==> src/rtl/prf_int_pkg.sv <==
// ============================================================================
// Module      : prf_int_pkg
// Description : Shared types and constants for the integer PRF write-back
//               path. Supplies defaults for PRF_INT_WAYS / PRF_INT_INDEX_SIZE
//               when the build does not define them.
// Revision    : 1.0 - initial release
// ============================================================================
`default_nettype none

`ifndef PRF_INT_WAYS
`define PRF_INT_WAYS 4
`endif

`ifndef PRF_INT_INDEX_SIZE
`define PRF_INT_INDEX_SIZE 7
`endif

package prf_int_pkg;

   localparam int INDEX_SIZE = `PRF_INT_INDEX_SIZE;

   typedef logic [INDEX_SIZE-1:0] prf_idx_t;
   typedef logic [31:0]           word_t;

   typedef struct packed {
      logic     valid;
      prf_idx_t index;
      word_t    data;
   } wb_req_t;

   // Physical register 0 reads as zero; writes to it are dropped.
   localparam prf_idx_t PREG_ZERO = '0;

   // Index width for a pool of n entries, never narrower than one bit.
   function automatic int clog2_min1(input int n);
      return (n > 1) ? $clog2(n) : 1;
   endfunction

endpackage : prf_int_pkg

`default_nettype wire

==> src/rtl/prf_int_rr_select.sv <==
// ============================================================================
// Module      : prf_int_rr_select
// Description : Combinational circular priority picker. Scans requesters
//               starting at ptr_i, granting valid ones until WAYS grants that
//               need a write port have been made. Grants that need no port
//               (writes to the zero register) are still granted in passing.
// Revision    : 1.0 - initial release
// ============================================================================
`default_nettype none

module prf_int_rr_select
   import prf_int_pkg::*;
#(
   parameter int NUM_REQ = 6,
   parameter int WAYS    = 4,
   parameter int PTR_W   = clog2_min1(NUM_REQ)
) (
   input  logic [NUM_REQ-1:0]          valid_i,
   input  logic [NUM_REQ-1:0]          port_req_i,
   input  logic [PTR_W-1:0]            ptr_i,
   output logic [NUM_REQ-1:0]          grant_o,
   output logic [WAYS-1:0]             way_used_o,
   output logic [WAYS-1:0][PTR_W-1:0]  way_src_o,
   output logic [PTR_W-1:0]            last_o,
   output logic                        any_grant_o
);

   localparam int WSEL_W = clog2_min1(WAYS);

   // Walk the requesters once in circular order from the pointer.
   always_comb begin
      int used;
      int idx;
      grant_o     = '0;
      way_used_o  = '0;
      way_src_o   = '0;
      last_o      = '0;
      any_grant_o = 1'b0;
      used        = 0;
      idx         = 0;
      for (int k = 0; k < NUM_REQ; k++) begin
         idx = int'(ptr_i) + k;
         if (idx >= NUM_REQ) begin
            idx = idx - NUM_REQ;
         end
         // Once every port is taken the scan stops granting, even for
         // zero-register requests further along.
         if (valid_i[PTR_W'(idx)] && (used < WAYS)) begin
            grant_o[PTR_W'(idx)] = 1'b1;
            any_grant_o          = 1'b1;
            last_o               = PTR_W'(idx);
            if (port_req_i[PTR_W'(idx)]) begin
               way_used_o[WSEL_W'(used)] = 1'b1;
               way_src_o[WSEL_W'(used)]  = PTR_W'(idx);
               used                      = used + 1;
            end
         end
      end
   end

endmodule : prf_int_rr_select

`default_nettype wire

==> src/rtl/prf_int_wb_arbiter.sv <==
// ============================================================================
// Module      : prf_int_wb_arbiter
// Description : Integer PRF write-back arbiter. Packs up to WAYS result-bus
//               writes per cycle onto registered PRF write ports with a
//               rotating round-robin priority.
//               Optional build macro PRF_INT_WB_PERF_EN adds saturating
//               grant and stall performance counters.
// Revision    : 1.0 - initial release
// ============================================================================
`default_nettype none

module prf_int_wb_arbiter
   import prf_int_pkg::*;
#(
   parameter int NUM_REQ    = 6,
   parameter int WAYS       = `PRF_INT_WAYS,
   parameter int INDEX_SIZE = `PRF_INT_INDEX_SIZE
) (
   input  logic                               clock_i,
   input  logic                               reset_i,
   input  logic [NUM_REQ-1:0]                 req_valid_i,
   input  logic [NUM_REQ-1:0][INDEX_SIZE-1:0] req_index_i,
   input  logic [NUM_REQ-1:0][31:0]           req_data_i,
   output logic [NUM_REQ-1:0]                 req_ready_o,
   output logic [WAYS-1:0]                    rd_en_o,
   output logic [WAYS-1:0][INDEX_SIZE-1:0]    rd_index_o,
   output logic [WAYS-1:0][31:0]              rd_data_o
`ifdef PRF_INT_WB_PERF_EN
   ,
   output logic [31:0]                        perf_grants_o,
   output logic [31:0]                        perf_stalls_o
`endif
);

   localparam int PTR_W = clog2_min1(NUM_REQ);

   logic [PTR_W-1:0]           rr_ptr_q;
   logic [PTR_W-1:0]           rr_ptr_d;
   logic [WAYS-1:0]            rd_en_q;

   logic [NUM_REQ-1:0]         w_valid;
   logic [NUM_REQ-1:0]         w_port_req;
   logic [NUM_REQ-1:0]         w_grant;
   logic [WAYS-1:0]            w_way_used;
   logic [WAYS-1:0][PTR_W-1:0] w_way_src;
   logic [PTR_W-1:0]           w_last;
   logic                       w_any_grant;

   // Nothing is offered to the picker while reset is held, so no handshake
   // can complete in a reset cycle.
   assign w_valid     = reset_i ? '0 : req_valid_i;
   assign req_ready_o = w_grant;

   generate
      for (genvar i = 0; i < NUM_REQ; i++) begin : g_port_req
         assign w_port_req[i] = (req_index_i[i] != INDEX_SIZE'(PREG_ZERO));
      end
   endgenerate

   prf_int_rr_select #(
      .NUM_REQ (NUM_REQ),
      .WAYS    (WAYS),
      .PTR_W   (PTR_W)
   ) u_select (
      .valid_i     (w_valid),
      .port_req_i  (w_port_req),
      .ptr_i       (rr_ptr_q),
      .grant_o     (w_grant),
      .way_used_o  (w_way_used),
      .way_src_o   (w_way_src),
      .last_o      (w_last),
      .any_grant_o (w_any_grant)
   );

   // Priority moves to just past the last requester served this cycle.
   always_comb begin
      rr_ptr_d = rr_ptr_q;
      if (w_any_grant) begin
         if (w_last == PTR_W'(NUM_REQ - 1)) begin
            rr_ptr_d = '0;
         end else begin
            rr_ptr_d = w_last + PTR_W'(1);
         end
      end
   end

   // Round-robin pointer and write-enable register.
   always_ff @(posedge clock_i) begin
      if (reset_i) begin
         rr_ptr_q <= '0;
         rd_en_q  <= '0;
      end else begin
         rr_ptr_q <= rr_ptr_d;
         rd_en_q  <= w_way_used;
      end
   end

   assign rd_en_o = rd_en_q;

   generate
      for (genvar w = 0; w < WAYS; w++) begin : g_way
         logic [INDEX_SIZE-1:0] index_q;
         logic [31:0]           data_q;

         // Idle ways keep their last index/data; only rd_en drops.
         always_ff @(posedge clock_i) begin
            if (reset_i) begin
               index_q <= '0;
               data_q  <= '0;
            end else if (w_way_used[w]) begin
               index_q <= req_index_i[w_way_src[w]];
               data_q  <= req_data_i[w_way_src[w]];
            end
         end

         assign rd_index_o[w] = index_q;
         assign rd_data_o[w]  = data_q;
      end
   endgenerate

`ifdef PRF_INT_WB_PERF_EN
   logic [31:0] perf_grants_q;
   logic [31:0] perf_grants_d;
   logic [31:0] perf_stalls_q;
   logic [31:0] perf_stalls_d;
   logic [32:0] w_grant_sum;
   logic        w_stall;

   // Port-consuming grants this cycle; zero-register grants are not counted.
   assign w_grant_sum = {1'b0, perf_grants_q} + 33'($countones(w_way_used));
   assign w_stall     = |(w_valid & ~w_grant);

   // Saturating next values for both counters.
   always_comb begin
      perf_grants_d = w_grant_sum[32] ? '1 : w_grant_sum[31:0];
      perf_stalls_d = perf_stalls_q;
      if (w_stall && (perf_stalls_q != '1)) begin
         perf_stalls_d = perf_stalls_q + 32'd1;
      end
   end

   // Performance counter registers.
   always_ff @(posedge clock_i) begin
      if (reset_i) begin
         perf_grants_q <= '0;
         perf_stalls_q <= '0;
      end else begin
         perf_grants_q <= perf_grants_d;
         perf_stalls_q <= perf_stalls_d;
      end
   end

   assign perf_grants_o = perf_grants_q;
   assign perf_stalls_o = perf_stalls_q;
`else
   // Performance counters are not built in this configuration.
`endif

endmodule : prf_int_wb_arbiter

`default_nettype wire
==> config.mk <==
export PLATFORM = sky130hd
export DESIGN_NAME = prf_int_wb_arbiter
export DESIGN_NICKNAME = d
export VERILOG_FILES = /design/src/rtl/prf_int_pkg.sv /design/src/rtl/prf_int_rr_select.sv /design/src/rtl/prf_int_wb_arbiter.sv
export SDC_FILE = /design/constraint.sdc
export NUM_CORES = 1
export LEC_CHECK = 0
export CORE_MARGIN = 3
export CORE_UTILIZATION = 55
export DETAILED_ROUTE_END_ITERATION = 6
export HOLD_SLACK_MARGIN = 0.05
export PLACE_DENSITY = 0.88
export SYNTH_ARGS = -nofsm -noshare
export SYNTH_HDL_FRONTEND = slang
export SYNTH_HIERARCHICAL = 1
export SYNTH_SLANG_ARGS = --single-unit
==> constraint.sdc <==
create_clock -name clock_i -period 18.7 [get_ports clock_i]
set_input_delay 5.61 -clock clock_i [delete_from_list [all_inputs] [get_ports clock_i]]
set_output_delay 5.61 -clock clock_i [all_outputs]
set_load 0.02 [all_outputs]
[Word level (Yosys, flattened, before mapping)]
Index checks and enable logic that the tools add are counted.
Storage, ports and cells
  register bits: 163
  word-level logic and storage cells: 245
Operators by class
  add/subtract/negate cells: 16
  order comparisons: 37
  equality and inequality tests: 1
  muxes and demuxes: 149
  bitwise gates (word level): 10
  reduce and logical (&&, ||, !) cells: 22
Operators with widths (number)
  $mux 32: 13
  $bmux 32 s3: 4
  $lt 32x4->1 const B: 5
  $add 32x2->32 const B: 4
  $mux 12: 10
  $bmux 7 s3: 4
  $bwmux 12: 5
  $mux 3: 20
  $mux 1: 44
  $mux 6: 7
  $reduce_bool 7->1: 6
  $mux 4: 10
  $bmux 1 s3: 12
  $demux 3 s2: 5
  $lt 3x5->1 const B: 6
  $or 6x6->6: 5
  $mux 7: 4
  $ge 4x3->1 const B: 5
  $lt 2x4->1 const B: 5
  $demux 1 s3: 6
  $ge 3x1->1 const B: 6
  $logic_and 1x1->1: 16
  $lt 3x4->1 const B: 4
  $or 4x4->4: 4
  11 further kinds: 25

[Logic depth before layout (Yosys ltp)]
  depth in word-level cells: 28
  mapped depth: 33
  depth with buffers taken out: 27

[Hierarchy]
Netlist, hierarchy kept.
Modules (own cells, without submodules)
  prf_int_wb_arbiter: times used 1, cells an instance 1464, area an instance 13721.9 um^2
  prf_int_rr_select: times used 1, cells an instance 323, area an instance 2339.7 um^2

[Worst setup path after synthesis]
Ideal clock, no wire load.
  path type: input to output
  from: input port reset_i
  to: output port req_ready_o[0]
  arrival time: 10.308 ns
  data required time: 13.090 ns
  setup slack: 2.782 ns
  cell stages on the path: 23
  path buffers: 2
  cell sequence: clkbuf_1 clkbuf_1 nor2b_1 mux2i_1 nor3_1 o21ai_0 nand2_1 nand2_1 ha_1 mux2i_2 ha_1 and3_1 nor2_1 ha_1 inv_1 a2111o_1 o21a_1 ha_1 and2_1 a22o_1 nor2_1 a32oi_1 a32oi_1
Between the ends
  longest elaborated chain between the ends: 20
  elaborated cells between the ends (all ways): 53
Ends and longest elaborated chain
  from (decl): RTL line prf_int_wb_arbiter.sv:20  | input logic reset_i,
  $mux 6 *: RTL line prf_int_wb_arbiter.sv:51  | assign w_valid = reset_i ? '0 : req_valid_i;
  net w_valid[1]: RTL line prf_int_wb_arbiter.sv:41  | logic [NUM_REQ-1:0] w_valid;
  $bmux 1 s3: RTL line prf_int_rr_select.sv:48  | if (valid_i[PTR_W'(idx)] && (used < WAYS)) begin
  $mux 1 (implied by the code) (2 in a row): RTL line prf_int_rr_select.sv:48
  $mux 32: RTL line prf_int_rr_select.sv:48
  $add 32x2->32 / $lt 32x4->1 (equally long branches): RTL line prf_int_rr_select.sv:55, prf_int_rr_select.sv:48
  $mux 32 / $logic_and 1x1->1 (equally long branches): RTL line prf_int_rr_select.sv:52, prf_int_rr_select.sv:48
  $mux 32: RTL line prf_int_rr_select.sv:48
  [... 4 more ...]
  $mux 32 / $logic_and 1x1->1 (equally long branches): RTL line prf_int_rr_select.sv:52, prf_int_rr_select.sv:48
  $mux 32: RTL line prf_int_rr_select.sv:48
  $add 32x2->32 / $lt 32x4->1 (equally long branches): RTL line prf_int_rr_select.sv:55, prf_int_rr_select.sv:48
  $mux 32 / $logic_and 1x1->1 (equally long branches): RTL line prf_int_rr_select.sv:52, prf_int_rr_select.sv:48
  $mux 32: RTL line prf_int_rr_select.sv:48
  $lt 32x4->1: RTL line prf_int_rr_select.sv:48
  $logic_and 1x1->1: RTL line prf_int_rr_select.sv:48
  $mux 6 *: RTL line prf_int_rr_select.sv:48
  to (decl): RTL line prf_int_wb_arbiter.sv:24  | output logic [NUM_REQ-1:0] req_ready_o,
Mark *: on every way through the listed nets, which the timed path passes. The rest lies on a longest branch. The select of a mux whose other input is x is not followed.

[Final worst setup path]
  from: input port req_index_i[14] in the netlist's numbering
  to: output port req_ready_o[0]
Between the ends
  longest elaborated chain between the ends: 21
  elaborated cells between the ends (all ways): 49
Ends and longest elaborated chain
  from (decl): RTL line prf_int_wb_arbiter.sv:22  | input logic [NUM_REQ-1:0][INDEX_SIZE-1:0] req_index_i,
  $reduce_bool 7->1 *: RTL line prf_int_wb_arbiter.sv:56  | assign w_port_req[i] = (req_index_i[i] != INDEX_SIZE'(PREG_ZERO));
  net w_port_req[2]: RTL line prf_int_wb_arbiter.sv:42  | logic [NUM_REQ-1:0] w_port_req;
  $bmux 1 s3: RTL line prf_int_rr_select.sv:52  | if (port_req_i[PTR_W'(idx)]) begin
  $mux 1 (implied by the code) (2 in a row): RTL line prf_int_rr_select.sv:52
  $mux 1: RTL line prf_int_rr_select.sv:52
  $mux 32: RTL line prf_int_rr_select.sv:48
  $add 32x2->32 / $lt 32x4->1 (equally long branches): RTL line prf_int_rr_select.sv:55, prf_int_rr_select.sv:48
  $mux 32 / $logic_and 1x1->1 (equally long branches): RTL line prf_int_rr_select.sv:52, prf_int_rr_select.sv:48
  [... 5 more ...]
  $mux 32 / $logic_and 1x1->1 (equally long branches): RTL line prf_int_rr_select.sv:52, prf_int_rr_select.sv:48
  $mux 32: RTL line prf_int_rr_select.sv:48
  $add 32x2->32 / $lt 32x4->1 (equally long branches): RTL line prf_int_rr_select.sv:55, prf_int_rr_select.sv:48
  $mux 32 / $logic_and 1x1->1 (equally long branches): RTL line prf_int_rr_select.sv:52, prf_int_rr_select.sv:48
  $mux 32: RTL line prf_int_rr_select.sv:48
  $lt 32x4->1: RTL line prf_int_rr_select.sv:48
  $logic_and 1x1->1: RTL line prf_int_rr_select.sv:48
  $mux 6 *: RTL line prf_int_rr_select.sv:48
Marks and branches as above.

==> summary.md <==
| Metric | Value |
|---|---|
| Reg2Reg Depth | `28` |
| # setup viols final | `0` |
| Status | `complete, no violations` |
| Grt ovf | `0` |
| Worst Setup End Kind | `output port` |
| 1st-pass router iterations | `6` |
| Clk buf depth | `2` |
| First-pass GRT wire length | `about 100 mm` |
| Final HPWL DP | `44.6 mm` |
| Clock period minus worst slack | `approximately 18 ns` |
| Worst Path Buf+Inv | `4` |
| Initial antenna violation count | `6` |
| Num CTS Buffers | `17` |
| Gpl congestion | `1.01` |
| Seq/Total Area, Yosys | `20.3%` |
| Rows | `61` |
| Post-synthesis mux area share | `32.8%` |
| Synthesized instance count | `1787` |
| Core region area | `between 20000 and 30000 µm²` |
| Largest net degree at the start of global routing | `81` |
| Top delay family on crit path | `simple AND/OR/NAND/NOR gates` |
| FMAX | `56.3 MHz` |
| Vias post-DR | `17200` |
| Nets | `2317` |
| Largest family of logic cells by synthesized area | `multiplexers` |
| Post-CTS setup buffers | `0` |
| Slew @ Worst Pin | `1.29 ns` |
| Total negative slack | `0 ns` |
| EDFF count, synth | `0` |
| Worst Path Max Fanout | `9` |
| Routed WL | `69.4 mm` |
| CTS tree | `yes` |
| Die area | `31300 µm²` |
| Commonest non-fill, non-tap cells in the layout | `clkdlybuf4s50_1, mux2i_1, nand2_1` |
| Max Clock Skew | `0.0122 ns` |
| Post-Synth Simple-Gate Area | `12.7%` |
| DRT antenna net count | `0` |
| Synth Area in Compound Gates | `25.4%` |
| Proportion of layout cells with a drive suffix above 1 | `9.00%` |
| Largest stage delay, worst path | `0.64 ns` |
| Cell Chain, Critical Path | `clkdlybuf4s50_1 -> nor4_1 -> nand2_1 -> mux2i_1 -> and3_1 -> a211oi_1 -> or3_1 -> inv_1 -> ha_1 -> mux2i_2 -> ha_1 -> and3_1 -> nor2_1 -> ha_1 -> inv_1 -> a2111o_1 -> o21a_1 -> ha_1 -> and2_1 -> a22o_1 -> nor2_1 -> a32oi_1 -> a32oi_1 -> clkdlybuf4s50_1` |
| WL/cell | `28.3 µm` |
| Main flop type after synthesis | `dfxtp_1` |
| Critical path launch point type | `primary input` |
| Die span in y | `177 µm` |
| Worst path arrival time | `12.17 ns` |
| DRT iter0 DRCs | `1843` |
| Post-Synth Adder-Cell Area | `1.64%` |
| FF+latch count, synth | `roughly 160` |
| Post-Synthesis Mean Instance Area | `8.99 µm²` |
| GRT Total Usage | `42.6%` |
| Final Hold Vio Count | `0` |
| CP dominant cell by count | `ha_1` |
| Register area | `3260 µm²` |
| FILL cells | `around 2200` |
| Post-synth cell types | `76` |
| DR vias/cell | `7.03` |
| Cells resized by post-CTS repair | `0` |
| Max-slew headroom | `around 14%` |
| CP Data Required Time | `13.09 ns` |
| Vias in the first global route | `17200` |
| I/O Pins | `408` |
| Critical path depth | `24` |
| CTS Sinks | `163` |
| DR DRC count | `0` |
| Port buffer count | `between 400 and 500` |
| Multi-input gate area | `~12000 µm²` |
| Slew Viols, Final | `0` |
| Crit Path Category | `primary input to output port` |
| H-tree Lvls | `4` |
| Post-synthesis xor/xnor area fraction | `less than 1%` |
| Synth warn | `6` |
| Min-Delay Path Depth | `2` |
| Syn-to-layout area delta | `27.9%` |
| Starting Density | `a little under three fifths` |
| Worst path slowest cell | `clkdlybuf4s50_1` |
| CTS clk-pin slew, worst paths | `0.06 ns` |
| Clock Tree Root | `clkbuf_16` |
| Skew-Pair Late Insertion Delay | `0.44 ns` |
| Commonest non-fill, non-tap cell in the layout | `clkdlybuf4s50_1` |
| Max cap viols | `0` |
| Placed Cells incl. Taps | `approximately 2400` |
| RSZ-0062 raised after global routing | `no` |
| Synth async-reset ratio | `0%` |
| Die Width | `approximately 180 µm` |
| Fin crit share | `95.1%` |
| Netlist Area Pre-Place | `~16000 µm²` |
| Hold Buf Count CTS | `0` |
| Final Non-Filler Cells | `2451` |
| Worst min path class | `flip-flop to flip-flop` |
state kept, by name, summed over array words and instances, names as in the netlist:
name / count
rr_ptr_q: 3
g_way.index_q: 28
g_way.data_q: 128
rd_en_o: 4
routing by layer:
layer  share of wire (%)  global-route usage (%)  vias to the layer above
li1                    -                       -                     7364
met1                  37                    51.2                     8186
met2                  45                    67.1                     1345
met3                  12                    12.7                      334
met4                 6.3                    25.8                        0
met5                   0                       0                        -
through the flow:
stage | area, µm² | hold slack, ns | setup slack (ns) | utilization [%]
floorplan | 16100 | 0.507 | 2.78 | -
global placement | 19900 | 0.470 | 1.11 | 70.2
detailed placement | 19900 | 0.477 | 0.974 | 70.2
CTS | 20500 | 0.487 | 0.948 | 72.5
global route | 20500 | 0.496 | 0.495 | 72.5
finish | 20500 | 0.482 | 0.922 | 72.6
area by class of cell:
cell class | instances | area share [%]
inverters | 15 | 0.274
repair buffers | 426 | 20.5
diodes | 7 | 0.0853
clock inverters | 14 | 1.03
clock buffers | 17 | 2.07
flip-flops and latches | 163 | 15.9
well taps | 378 | 2.30
multi-input cells | 1431 | 57.8
synth_stat cells (all sizes together), types with 19 or more instances:
master  number  share of area (%)
mux2i      341                 21
nand2      188                4.4
nor2       183                4.3
mux2       164                 11
dfxtp      163                 20
a311oi     158                 12
o22a       156                8.5
buf        102                4.3
clkbuf      77                1.8
ha          21                1.6
a21oi       20               0.62
o21ai       19               0.59
cells by family after synthesis:
| family | Yosys count |
|---|---|
| fa+ha+maj | 21 |
| mux | 505 |
| xor+xnor | 10 |
| buf+inv | 194 |
| simple gates | 468 |
| compound gates | 425 |
| other cells | 1 |
| flops | 163 |
tightest hold or removal path, stage by stage (launching register included):
cell and delay (ns):
dfxtp_1 0.31, nor2_1 0.08, a311oi_1 0.05
worst paths after layout:
check                           from                   to  slack (ns)
hold / removal    g_way[3].data_q[4]   g_way[3].data_q[4]        0.48
setup reg to reg         rr_ptr_q[0]  g_way[0].index_q[0]        8.88
hold reg to reg   g_way[3].data_q[4]   g_way[3].data_q[4]        0.48
setup / recovery     req_index_i[14]       req_ready_o[0]        0.92
Power is not shown: default switching activity piles up to over one toggle a cycle in this logic, so the estimate is an artifact.
